$ cat src/rtl/delta_pkg.sv
// Shared definitions for the delta reset handshake (initiator and receiver).
// Holds the initiator FSM state encoding and the default timing constants.
package delta_pkg;

    typedef enum logic [2:0] {
        ST_IDLE     = 3'd0,
        ST_PULSE    = 3'd1,
        ST_WAIT_ACK = 3'd2,
        ST_WAIT_REL = 3'd3,
        ST_HOLDOFF  = 3'd4
    } delta_state_t;

    localparam int unsigned DEF_TRIG_WIDTH  = 4;
    localparam int unsigned DEF_ACK_TIMEOUT = 255;
    localparam int unsigned DEF_HOLDOFF     = 16;

    function automatic int unsigned max3(input int unsigned a,
                                         input int unsigned b,
                                         input int unsigned c);
        int unsigned m;
        m = a;
        if (b > m) m = b;
        if (c > m) m = c;
        return m;
    endfunction

endpackage

$ cat src/rtl/delta_timer.sv
// Loadable up/down counter with a zero (terminal) flag. Shared by the pulse
// width, ack/release timeout and holdoff phases of the trigger generator.
module delta_timer #(
    parameter int unsigned W = 8
) (
    input  logic         clk,
    input  logic         rst,
    input  logic         load,
    input  logic [W-1:0] load_val,
    input  logic         en,
    input  logic         up,
    output logic [W-1:0] count,
    output logic         zero
);

    // Load has priority over counting; count direction selected by up.
    always_ff @(posedge clk or posedge rst) begin
        if (rst) begin
            count <= '0;
        end else if (load) begin
            count <= load_val;
        end else if (en) begin
            count <= up ? count + 1'b1 : count - 1'b1;
        end
    end

    assign zero = (count == '0);

endmodule

$ cat src/rtl/delta_trig_gen.sv
// Initiator side of the delta reset handshake: issues a TRIG_WIDTH-cycle
// delta_trig pulse per request, then tracks delta_rst assert/release with
// timeouts and a holdoff before the next pulse.
// Optional macro DELTA_TRIG_LIVE_EN: a rising edge on live also triggers.
module delta_trig_gen
    import delta_pkg::*;
#(
    parameter int unsigned TRIG_WIDTH  = DEF_TRIG_WIDTH,
    parameter int unsigned ACK_TIMEOUT = DEF_ACK_TIMEOUT,
    parameter int unsigned HOLDOFF     = DEF_HOLDOFF,
    parameter int unsigned CNT_W       = 16
) (
    input  logic             clk,
    input  logic             rst,
    input  logic             req,
    input  logic             live,
    input  logic             delta_rst,
    input  logic             err_clr,
    output logic             delta_trig,
    output logic             busy,
    output logic             timeout_err,
    output logic [CNT_W-1:0] trig_count
);

    localparam int unsigned TMAX = max3(TRIG_WIDTH, ACK_TIMEOUT, HOLDOFF);
    localparam int unsigned TW   = $clog2(TMAX + 1);

    localparam logic [TW-1:0] PULSE_LOAD = TW'(TRIG_WIDTH - 1);
    localparam logic [TW-1:0] HOLD_LOAD  = TW'(HOLDOFF - 1);
    localparam logic [TW-1:0] ACK_LIMIT  = TW'(ACK_TIMEOUT);

    delta_state_t  state;
    logic          pending;
    logic          ack_seen;
    logic          trig_ev;

    logic          tmr_load;
    logic [TW-1:0] tmr_val;
    logic          tmr_en;
    logic          tmr_up;
    logic [TW-1:0] tmr_count;
    logic          tmr_zero;
    logic          tmr_at_limit;

`ifdef DELTA_TRIG_LIVE_EN
    logic live_d;
    logic live_arm;

    // live_arm suppresses a false edge when live is already high out of reset.
    always_ff @(posedge clk or posedge rst) begin
        if (rst) begin
            live_d   <= 1'b0;
            live_arm <= 1'b0;
        end else begin
            live_d   <= live;
            live_arm <= 1'b1;
        end
    end

    assign trig_ev = req | (live & ~live_d & live_arm);
`else
    logic unused_live;
    assign unused_live = live;
    assign trig_ev     = req;
`endif

    assign tmr_at_limit = (tmr_count == ACK_LIMIT);

    // Timer control: PULSE and HOLDOFF count down to zero, WAIT phases count up from zero.
    always_comb begin
        tmr_load = 1'b0;
        tmr_val  = '0;
        tmr_en   = 1'b0;
        tmr_up   = 1'b0;
        case (state)
            ST_IDLE: begin
                if (trig_ev || pending) begin
                    tmr_load = 1'b1;
                    tmr_val  = PULSE_LOAD;
                end
            end
            ST_PULSE: begin
                if (tmr_zero) tmr_load = 1'b1;
                else          tmr_en   = 1'b1;
            end
            ST_WAIT_ACK: begin
                if (delta_rst) begin
                    tmr_load = 1'b1;
                end else if (tmr_at_limit) begin
                    tmr_load = 1'b1;
                    tmr_val  = HOLD_LOAD;
                end else begin
                    tmr_en = 1'b1;
                    tmr_up = 1'b1;
                end
            end
            ST_WAIT_REL: begin
                if (!delta_rst || tmr_at_limit) begin
                    tmr_load = 1'b1;
                    tmr_val  = HOLD_LOAD;
                end else begin
                    tmr_en = 1'b1;
                    tmr_up = 1'b1;
                end
            end
            ST_HOLDOFF: begin
                if (!tmr_zero) tmr_en = 1'b1;
            end
            default: ;
        endcase
    end

    delta_timer #(.W(TW)) u_timer (
        .clk      (clk),
        .rst      (rst),
        .load     (tmr_load),
        .load_val (tmr_val),
        .en       (tmr_en),
        .up       (tmr_up),
        .count    (tmr_count),
        .zero     (tmr_zero)
    );

    // Handshake FSM with registered outputs, pending-request latch and error flag.
    always_ff @(posedge clk or posedge rst) begin
        if (rst) begin
            state       <= ST_IDLE;
            delta_trig  <= 1'b0;
            busy        <= 1'b0;
            timeout_err <= 1'b0;
            trig_count  <= '0;
            pending     <= 1'b0;
            ack_seen    <= 1'b0;
        end else begin
            // A timeout set later in this block overrides the clear.
            if (err_clr) timeout_err <= 1'b0;
            if (state != ST_IDLE && trig_ev) pending <= 1'b1;

            case (state)
                ST_IDLE: begin
                    if (trig_ev || pending) begin
                        state      <= ST_PULSE;
                        delta_trig <= 1'b1;
                        busy       <= 1'b1;
                        trig_count <= trig_count + 1'b1;
                        ack_seen   <= 1'b0;
                        // An event coinciding with a pending-driven start is kept.
                        pending    <= pending & trig_ev;
                    end
                end
                ST_PULSE: begin
                    ack_seen <= ack_seen | delta_rst;
                    if (tmr_zero) begin
                        delta_trig <= 1'b0;
                        state      <= (ack_seen || delta_rst) ? ST_WAIT_REL : ST_WAIT_ACK;
                    end
                end
                ST_WAIT_ACK: begin
                    if (delta_rst) begin
                        state <= ST_WAIT_REL;
                    end else if (tmr_at_limit) begin
                        timeout_err <= 1'b1;
                        state       <= ST_HOLDOFF;
                    end
                end
                ST_WAIT_REL: begin
                    if (!delta_rst) begin
                        state <= ST_HOLDOFF;
                    end else if (tmr_at_limit) begin
                        timeout_err <= 1'b1;
                        state       <= ST_HOLDOFF;
                    end
                end
                ST_HOLDOFF: begin
                    if (tmr_zero) begin
                        state <= ST_IDLE;
                        busy  <= 1'b0;
                    end
                end
                default: begin
                    state      <= ST_IDLE;
                    busy       <= 1'b0;
                    delta_trig <= 1'b0;
                end
            endcase
        end
    end

endmodule

$ cat config.mk
export PLATFORM = sky130hd
export DESIGN_NAME = delta_trig_gen
export DESIGN_NICKNAME = d
export VERILOG_FILES = /design/src/rtl/delta_pkg.sv /design/src/rtl/delta_timer.sv /design/src/rtl/delta_trig_gen.sv
export SDC_FILE = /design/constraint.sdc
export NUM_CORES = 1
export LEC_CHECK = 0
export BUFFER_PORTS_ARGS = -buffer_cell sky130_fd_sc_hd__buf_2
export CORE_ASPECT_RATIO = 1.25
export CORE_MARGIN = 1.5
export CORE_UTILIZATION = 46
export DETAILED_ROUTE_END_ITERATION = 8
export PLACE_DENSITY = 0.77
export SLEW_MARGIN = 10
export SYNTH_ARGS = -nofsm -noshare
export SYNTH_HDL_FRONTEND = slang
export SYNTH_SLANG_ARGS = --single-unit
$ cat constraint.sdc
create_clock -name clk -period 3.2 [get_ports clk]
set_input_delay 0.8 -clock clk [delete_from_list [all_inputs] [get_ports clk]]
set_output_delay 0.8 -clock clk [all_outputs]
set_load 0.005 [all_outputs]
# Yosys cells after proc, flatten, opt, wreduce, memory -nomap -nowiden
# Index checks and enable logic that the tools add are counted.
[word_totals] out_inout_bits=19 latch_bits=0 in_bits=6 mem_bits_ro=0 memories=0 elab_cells=83 register_bits=32 ramBits=0
[op_classes] div=0 n_eq_ne=8 shifts=0 multipliers=0 reduce_logical=18 muxes=42 n_addsub=3 magnitude_cmp=0 n_bitwise=4
[ops] cell="$mux W8" count=3
[ops] cell="$mux W1" count=20
[ops] cell="$mux W3" count=6
[ops] cell="$add A16 B1 Y16 const B" count=1
[ops] cell="$pmux W3 S5" count=1
[ops] cell="$mux W4" count=3
[ops] cell="$pmux W4 S3" count=1
[ops] cell="$pmux W1 S3" count=3
[ops] cell="$reduce_and A3 Y1" count=3
[ops] cell="$add A8 B1 Y8 const B" count=1
[ops] cell="$eq A8 B8 Y1 const B" count=1
[ops] cell="$logic_not A8 Y1" count=1
[ops] cell="$sub A8 B1 Y8 const B" count=1
[ops] cell="$eq A3 B2 Y1 const B" count=2
[ops] cell="$ne A2 B2 Y1 const B" count=3
[ops] cell="$pmux W1 S2" count=3
[ops] cell="$reduce_or A3 Y1" count=2
[ops] cell="$pmux W1 S4" count=1
[ops] cell="$reduce_and A2 Y1" count=2
[ops] cell="$reduce_bool A2 Y1" count=2
[ops] cell="$eq A3 B1 Y1 const B" count=1
[ops] cell="$eq A3 B3 Y1 const B" count=1
[ops] cell="$logic_not A3 Y1" count=1
[ops] cell="$logic_or A1 B1 Y1" count=3
[ops] cell="8 further kinds" count=9

# Depth between registers and ports, before layout
# Gate-level depths: netlist (run 1).
[depth] ltp_word=7 depth_mapped=9 mapped_depth_nobuf=8

# Hierarchy
# From an unflattened synthesis (run 1), not the netlist that was laid out.
[unflattened] hier_cells=202 area_unflattened_um2=1920.6
[by_module_without_submodules] mod="delta_trig_gen" n_inst=1 seq_area_each_um2=600.6 cells_per_inst=122 area_each_um2=1222.4
[by_module_without_submodules] mod="delta_timer" n_inst=1 seq_area_each_um2=200.2 cells_per_inst=80 area_each_um2=698.2

# Least setup slack after synthesis (run 1)
# No wires, ideal clock.
[synth_path] kind="input -> register" from="input port delta_rst" to="register u_timer.count[7]" n_path_buf=1 arrival_time_ns=2.881 slack_ns=0.250 setup_time_ns=0.068 required_ns=3.132 path_stages=9 path_cell_list="buf_2 xor2_1 a211o_2 ha_1 and3_1 a221o_1 o41a_1 o21bai_1 nand3_1"
[synth_between] elab_chain_len=7 word_cells_on_any_way=13 cone_classes="mux (10); reduce/logical (3)"
[synth_lines] element="start, declared" line_no="delta_trig_gen.sv:17" source="input logic delta_rst,"
[synth_lines] element="$logic_not A1 Y1"
[synth_lines] element="$logic_or A1 B1 Y1" line_no="delta_trig_gen.sv:98" source="if (!delta_rst || tmr_at_limit) begin"
[synth_lines] element="$mux W1" line_no="delta_trig_gen.sv:98"
[synth_lines] element="$pmux W1 S2" line_no="delta_trig_gen.sv:75" source="case (state)"
[synth_lines] element="$mux W8" line_no="delta_timer.sv:23" source="count <= up ? count + 1'b1 : count - 1'b1;"
[synth_lines] element="$mux W8" line_no="delta_timer.sv:22" source="end else if (en) begin"
[synth_lines] element="$mux W8" line_no="delta_timer.sv:20" source="end else if (load) begin"
[synth_lines] element="end signal, assigned" line_no="delta_timer.sv:21" source="count <= load_val;"
[synth_lines] element="end signal, assigned" line_no="delta_timer.sv:23"
[synth_lines] element="end, declared" line_no="delta_timer.sv:12" source="output logic [W-1:0] count,"
# Several ways; a longest one is shown, not always the timed one. The select of a mux whose other input is x is not followed.
# A chain may end at the register's enable or synchronous reset.

# Worst setup path after layout (run 1)
# Same ends and word-level chain as after synthesis.

==> flow_summary.yaml, run 1 <==
outcome:
  status: "complete, no violations"
synth:
  synth-compound-area-share: 0.189
  seq_area_frac_synth: 0.425
  synth.distinct_cells: 49
  synth_fa_ha_area_frac: 0.0571
  async_reset_ff_frac: 1.00
  synth_edf_count: 0
  synthFlopType: "dfrtp_1"
  synth_xor_area_frac: 0.107
  synth_area_per_cell_um2: 10.1
  yosys.area_share.simple: 0.187
  synth_nets: 201
  ys_ff_latch: 32
  synth.area.mux_share: 0.00598
  synth_top_family_by_area: "compound AO/OA/AOI/OAI gates"
  yosysWarnings: 0
  syn_inst: 187
  netlist_area_mm2: 0.00188
floorplanning:
  initial_core_util: 0.490
  die_w_um: 60.2
  die_area_mm2: 0.00449
  die_h_um: 74.6
  core-area_mm2: 0.00385
  rows: 25
  pin_count: 25
timing:
  fin_tns_setup_ns: 0
  timing.fmax_ghz: 0.361
  worstMarginPinSlew_ns: 0.478
  setup_violations: 0
  maxSlewHeadroom: 0.680
  period_minus_slack_ns: 2.77
  whs_ns: 0.465
  fin_skew_ns: 0.00761
  rsz0062_at_grt: "no"
  drv_slew: 0
  fin_crit_sh: 0.866
  hold_violations: 0
critical_path:
  cp_top_family: "compound AO/OA/AOI/OAI gates"
  cp_max_fo: 11
  worstSetupPathDepth: 9
  crit_arrival_ns: 3.00
  critical_path_required_ns: 3.42
  r2r_end: "u_timer.count[7]"
  r2r_cells: 8
  reg2reg_setup_slack_ns: 0.47
  crit_path_cell_trace: "buf_2, xor2_1, a211o_2, ha_1, and3_1, a221o_1, o41a_1, o21bai_1, nand3_1"
  critPathCaptureType: "register"
  worstSetupStartpointType: "primary input"
  slowest_delay_ns: 0.43
  critPathSlowestCell: "a211o_2"
  worst-setup-path-type: "in -> reg"
  critPathBufInv: 1
  timing.rr.start: "u_timer.count[1]"
finish:
  layout_common_cells: "32 x dfrtp_1, 23 x buf_2, 19 x nand2_1, 14 x xnor2_1, 10 x nor2_1"
  final_common_cell: "dfrtp_1"
  antenna_cells: 0
  area_growth_pct: 16.4
  stdcell_area_mm2: 0.00219
  drive_gt1_frac: 0.228
  nets: 232
routing:
  drt_iter0_drc: 50
  drcViolationCount: 0
  drt.antenna.violating_nets: 0
  drt-total-wl_mm: 3.53
  vias: 1470
  routed_via_density: 5.38
  drt_pre_antenna_iters: 4
  routedWlPerCell_um: 12.9
min_path:
  whs_path_depth: 1
  min_delay_worst_endpoint: "trig_count[15]"
  min-delay-start: "trig_count[15]"
  holdCritPathClass: "reg -> reg"
power_and_ir_drop:
  leakagePower_uw: 0.000984
  power.density_mw_per_mm2: 764
  ir_worst_vdd_v: 0.000277
grt:
  grt_overflow: 0
  grt_pass1_vias: 1377
  grt_max_degree: 33
  grt_pass1_wl_mm: 5.91
  track_usage: 0.179
  antenna_found_initial: 0
clock_tree:
  cts_hold_buffers: 0
  post_cts_resized: 0
  insertion_delay_ns: 0.29
  clk_pin_slew_worst_paths_ns: 0.07
  clockBufferDepth: 2
  cts.sinks: 32
  cts_made_buffers: 5
  h-tree-depth: 2
  post-cts-setup-buffers: 0
  cts_tree: "yes"
  cts_root_buf: "clkbuf_8"
place:
  placed_area_mm2: 0.00208
  io_buffers: 23
  globalplace.congestion: 0.823
  dp_hpwl_mm: 2.70
flow_run:
  max_cap_violations: 0
-- sequential cells by signal, indices dropped and copies added, names as in the netlist --
signal         count
trig_count        16
u_timer.count      8
state              3
ack_seen           1
busy               1
delta_trig         1
pending            1
timeout_err        1
-- Yosys cell counts, types with 4 or more instances --
master,instances,area share
xnor2_1,14,0.065
inv_1,7,0.014
o21ai_0,7,0.019
dfrtp_1,32,0.42
o211ai_1,4,0.016
a2bb2oi_1,4,0.019
nor2_1,10,0.020
nand2_1,19,0.038
nor3b_1,4,0.016
ha_1,7,0.046
nor3_1,4,0.011
a21o_1,4,0.016
xor2_1,9,0.042
a21oi_1,9,0.024
nand3_1,7,0.019
-- metrics by stage --
| step | utilization | instances | power [µW] | worst slack [ns] |
|---|---|---|---|---|
| after detailed placement | 0.541 | 265 | 1310 | 0.143 |
| after global placement | 0.541 | 265 | 1290 | 0.172 |
| after global routing | 0.570 | 273 | 1830 | 0.307 |
| final | 0.570 | 273 | 1680 | 0.429 |
| after floorplan | - | 187 | 1150 | 0.250 |
| after CTS | 0.570 | 273 | 1690 | 0.438 |
-- cells by family (layout without fill, tap and decap cells) --
logic type               count (synthesis)  after routing
AO/OA/AOI/OAI                           48             48
adder cells (fa/ha/maj)                  8              8
buffers and inverters                   12             44
XOR/XNOR                                23             23
AND/OR/NAND/NOR                         63             63
flip-flops                              32             32
multiplexers                             1              1
-- layer usage --
metal / vias to the layer above / GRT usage / wire length [µm]
li1: 743 / - / -
met1: 698 / 0.196 / 1490
met2: 21 / 0.308 / 1840
met3: 8 / 0.0383 / 95
met4: 0 / 0.116 / 99
met5: - / 0 / 0
-- worst reg2reg max path, stage by stage, from the launching register on --
cell      delay, ns
dfrtp_1        0.44
and4_1         0.27
a211o_2        0.47
ha_1           0.37
and3_1         0.20
a221o_1        0.35
o41a_1         0.33
o21bai_1       0.16
nand3_1        0.08
-- power breakdown --
part	switching, µW	total [µW]	leakage (µW)	internal, µW
combinational	331	689	0.000532	358
clock	148	378	0.0000541	230
sequential	104	609	0.000398	505
total	583	1680	0.000984	1090
-- final cells by class --
class	instances	area, µm²
Inverter	7	26.3
Clock buffer	5	68.8
Tap cell	54	67.6
Sequential cell	32	801
Fill cell	339	1650
Multi-Input combinational cell	143	1030
Clock inverter	3	42.5
Timing Repair Buffer	29	160
-- how the worst max path moves through the flow --
stage | endpoint | startpoint
global route | u_timer.count[7] | delta_rst
CTS | u_timer.count[7] | delta_rst
floorplan | u_timer.count[7] | delta_rst
finish | u_timer.count[7] | delta_rst
detailed placement | u_timer.count[7] | delta_rst
global placement | u_timer.count[7] | delta_rst
Note: power is estimated with default switching activity, not from simulation.
==> run 2: changes to the inputs <==
- PLACE_DENSITY: 0.77 -> 0.7
==> run 2 against run 1 <==
Effect of this change:
- flip-flop and latch count is the same
- total power down 4.8%
- cell count is 0.37% lower
- clock power down 22%
- utilization is 0.88 points lower
- routed wire length increased by 6.2%
- first-iteration DRC count up 4.0%
- worst hold slack improved by 0.0077 ns
- cell area down 1.5%
- critical path type unchanged
- critical endpoint unchanged
==> flow_summary.yaml, run 2 (synthesis results as in run 1) <==
clock_tree:
  cts_tree: "yes"
  cts_hold_buffers: 0
  cts_root_buf: "clkbuf_8"
  post-cts-setup-buffers: 0
  cts.sinks: 32
  post_cts_resized: 0
  insertion_delay_ns: 0.29
  clockBufferDepth: 2
  clk_pin_slew_worst_paths_ns: 0.06
  h-tree-depth: 2
  cts_made_buffers: 5
critical_path:
  critPathBufInv: 1
  critPathCaptureType: "register"
  r2r_cells: 8
  worstSetupStartpointType: "primary input"
  worst-setup-path-type: "in -> reg"
  cp_max_fo: 9
  crit_path_cell_trace: "buf_2, xor2_1, a211o_2, ha_1, and3_1, a221o_1, o41a_1, o21bai_1, nand3_1"
  critical_path_required_ns: 3.42
  cp_top_family: "compound AO/OA/AOI/OAI gates"
  timing.rr.start: "u_timer.count[1]"
  reg2reg_setup_slack_ns: 0.50
  r2r_end: "u_timer.count[7]"
  slowest_delay_ns: 0.41
  critPathSlowestCell: "a211o_2"
  crit_arrival_ns: 3.02
routing:
  drt_pre_antenna_iters: 4
  routedWlPerCell_um: 13.8
  routed_via_density: 5.57
  drcViolationCount: 0
  drt-total-wl_mm: 3.75
  drt.antenna.violating_nets: 0
  drt_iter0_drc: 52
  vias: 1516
min_path:
  whs_path_depth: 1
  min_delay_worst_endpoint: "trig_count[15]"
  min-delay-start: "trig_count[15]"
  holdCritPathClass: "reg -> reg"
grt:
  grt_pass1_wl_mm: 6.29
  antenna_found_initial: 0
  grt_max_degree: 33
  track_usage: 0.189
  grt_pass1_vias: 1415
  grt_overflow: 0
floorplanning:
  pin_count: 25
  rows: 25
  core-area_mm2: 0.00385
  die_w_um: 60.2
  initial_core_util: 0.490
  die_area_mm2: 0.00449
  die_h_um: 74.6
power_and_ir_drop:
  leakagePower_uw: 0.000970
  p_total_uw: 1600
  ir_worst_vdd_v: 0.000371
  power.density_mw_per_mm2: 739
timing:
  fin_tns_setup_ns: 0
  fin_crit_sh: 0.875
  rsz0062_at_grt: "no"
  maxSlewHeadroom: 0.652
  setup_violations: 0
  drv_slew: 0
  timing.fmax_ghz: 0.357
  period_minus_slack_ns: 2.80
  hold_violations: 0
  worstMarginPinSlew_ns: 0.519
  fin_skew_ns: 0.00533
place:
  placed_area_mm2: 0.00208
  globalplace.congestion: 0.849
  dp_hpwl_mm: 2.74
  io_buffers: 23
finish:
  stdcell_area_mm2: 0.00216
  regMostFlops: "trig_count"
  fill_cells: 366
  regArea_um2: 801
  antenna_cells: 0
  largest_reg_flops: 16
  multi_input_area_mm2: 0.00103
  drive_gt1_frac: 0.220
  area_growth_pct: 14.6
  nets: 232
  layout_common_cells: "32 x dfrtp_1, 23 x buf_2, 19 x nand2_1, 14 x xnor2_1, 10 x nor2_1"
  final_common_cell: "dfrtp_1"
  top_regs: "trig_count (16), u_timer.count (8), state (3)"
  fin_util: 0.561
flow_run:
  max_cap_violations: 0
outcome:
  status: "complete, no violations"
## run 2: cell count changes in the layout (fill, tap and decap cells not counted)
cell and change:
bufinv_16 -1, clkbuf_1 +1, clkinvlp_4 -1
## run 2: per-layer routing
layer  track usage  wire (µm)  vias to the layer above
met5             0          0                        -
met1         0.227       1600                      740
li1              -          -                      741
met4         0.111        124                        0
met3        0.0435        103                       11
met2         0.306       1910                       24
## run 2: worst max path at each step
stage / start / endpoint / slack (ns) / cells after the start
2_1_floorplan: delta_rst / u_timer.count[7] / 0.25 / 9
3_3_place_gp: delta_rst / u_timer.count[7] / 0.12 / 9
3_5_place_dp: delta_rst / u_timer.count[7] / 0.12 / 9
4_1_cts: delta_rst / u_timer.count[7] / 0.41 / 9
5_1_grt: delta_rst / u_timer.count[7] / 0.31 / 9
6_report: delta_rst / u_timer.count[7] / 0.40 / 9
## run 2: stage by stage
stage	setup slack, ns	cells	hold slack [ns]
after floorplan	0.250	187	0.468
after global placement	0.124	265	0.457
after detailed placement	0.116	265	0.466
after CTS	0.411	272	0.479
after global routing	0.313	272	0.492
final	0.400	272	0.472
## run 2: cell type report
type                    instances  area share
clock buffers                   6      0.0336
flip-flops and latches         32       0.371
repair buffers                 29      0.0742
well taps                      54      0.0313
multi-input cells             143       0.476
inverters                       7      0.0122
clock inverters                 1     0.00232
## run 2: report_power, final
part | total, µW | switching [µW] | internal (µW)
combinational | 695 | 336 | 358
clock | 294 | 147 | 148
sequential | 607 | 102 | 505
==> run 3: changes to the inputs <==
==> constraint.sdc (replaced) <==
create_clock -name clk -period 3.2 [get_ports clk]
set_input_delay 0.96 -clock clk [delete_from_list [all_inputs] [get_ports clk]]
set_output_delay 0.96 -clock clk [all_outputs]
set_load 0.005 [all_outputs]
==> run 3 against run 2 <==
Effect of this change:
- register-to-register slack better by 0.04 ns
- maximum frequency down 2.9%
- cell area up 1.6%
- combinational power up 1%
- setup slack worse by 0.084 ns
- critical path depth unchanged
- count of clock-buffer cells in the layout up 1
- first-iteration DRC count up 13%
- total power up 3.3%
- flip-flop and latch count unchanged
==> flow_summary.yaml, run 3 (synthesis results as in run 1) <==
timing:
  timing.fmax_ghz: 0.347
  setup_violations: 0
  drv_slew: 0
  period_minus_slack_ns: 2.88
  fin_tns_setup_ns: 0
  fin_crit_sh: 0.901
  worstMarginPinSlew_ns: 0.477
  fin_skew_ns: 0.00589
  rsz0062_at_grt: "no"
  maxSlewHeadroom: 0.680
  hold_violations: 0
  whs_ns: 0.472
finish:
  stdcell_area_mm2: 0.00219
  antenna_cells: 0
  fill_cells: 346
  nets: 234
  top_regs: "trig_count (16), u_timer.count (8), state (3)"
  area_growth_pct: 16.4
  regMostFlops: "trig_count"
  layout_common_cells: "32 x dfrtp_1, 23 x buf_2, 19 x nand2_1, 14 x xnor2_1, 10 x nor2_1"
  largest_reg_flops: 16
  drive_gt1_frac: 0.232
  final_common_cell: "dfrtp_1"
routing:
  routedWlPerCell_um: 13.7
  drcViolationCount: 0
  drt_iter0_drc: 59
  drt.antenna.violating_nets: 0
  drt-total-wl_mm: 3.76
  routed_via_density: 5.50
  vias: 1506
  drt_pre_antenna_iters: 4
place:
  io_buffers: 23
  globalplace.congestion: 0.830
  placed_area_mm2: 0.00210
  dp_hpwl_mm: 2.81
grt:
  grt_pass1_vias: 1407
  grt_overflow: 0
  track_usage: 0.189
  met1_usage: 0.225
  grt_pass1_wl_mm: 6.33
  grt_max_degree: 33
  globalRouteMet3Util: 0.0470
  antenna_found_initial: 0
  top_usage_layer: "met2"
  use_met2: 0.318
clock_tree:
  clockBufferDepth: 2
  cts_hold_buffers: 0
  insertion_delay_ns: 0.28
  cts_made_buffers: 5
  post-cts-setup-buffers: 0
  clk_pin_slew_worst_paths_ns: 0.07
  h-tree-depth: 2
  cts_root_buf: "clkbuf_8"
  cts_tree: "yes"
  post_cts_resized: 0
  cts.sinks: 32
critical_path:
  critical_path_required_ns: 3.42
  reg2reg_setup_slack_ns: 0.54
  worstSetupStartpointType: "primary input"
  worst-setup-path-type: "in -> reg"
  critical_path.startpoint: "delta_rst"
  cp_max_fo: 7
  critPathCaptureType: "register"
  timing.rr.start: "u_timer.count[3]"
  crit_arrival_ns: 3.11
floorplanning:
  rows: 25
  core-area_mm2: 0.00385
  pin_count: 25
  initial_core_util: 0.490
  die_w_um: 60.2
  die_h_um: 74.6
  die_area_mm2: 0.00449
power_and_ir_drop:
  leakagePower_uw: 0.000989
  ir_worst_vdd_v: 0.000415
  power.density_mw_per_mm2: 752
min_path:
  min-delay-start: "trig_count[15]"
  holdCritPathClass: "reg -> reg"
outcome:
  status: "complete, no violations"
flow_run:
  max_cap_violations: 0
run 3: cell types whose count changed in the layout (fill, tap and decap cells not counted), sizes merged:
cell	delta
clkinv	-1
clkbuf	+1
buf	+2
run 3: layout make-up:
cell class | count | area, µm² | area share
sequential | 32 | 801 | 0.365
inverter | 7 | 26.3 | 0.0120
tap | 54 | 67.6 | 0.0308
multi-input combinational | 143 | 1030 | 0.468
timing repair buffer | 31 | 175 | 0.0799
clock buffer | 7 | 96.3 | 0.0439
run 3: stage by stage:
step,instances,worst slack [ns],utilization,total power [µW]
5_1_grt,274,0.235,0.570,1780
3_5_place_dp,267,0.0216,0.545,1330
3_3_place_gp,267,0.0393,0.545,1300
6_report,274,0.316,0.570,1650
2_1_floorplan,187,0.0902,-,1150
4_1_cts,274,0.316,0.570,1660
run 3: path summary, 6_finish.rpt:
path | cells past startpoint | to
max | 9 | u_timer.count[7]
min | 1 | trig_count[15]
max reg2reg | 8 | u_timer.count[7]
min reg2reg | 1 | trig_count[15]
max in group asynchronous | 3 | trig_count[3]
min in group asynchronous | 3 | u_timer.count[2]
run 3: per-layer routing:
metal | vias up | part of all wire
met1 | 725 | 0.45
met2 | 28 | 0.50
met4 | 0 | 0.019
met5 | - | 0
li1 | 745 | -
met3 | 8 | 0.031
run 3: where the power goes:
group          internal, µW  total (µW)  switching, µW
Clock                   191         334            143
Combinational           368         703            336
Sequential              505         611            106
run 3: worst max-delay path, stage by stage:
cell and delay (ns):
buf_2 0.11, xor2_1 0.17, a211o_2 0.40, ha_1 0.36, and3_1 0.18, a221o_1 0.34
o41a_1 0.34, o21bai_1 0.17, nand3_1 0.08
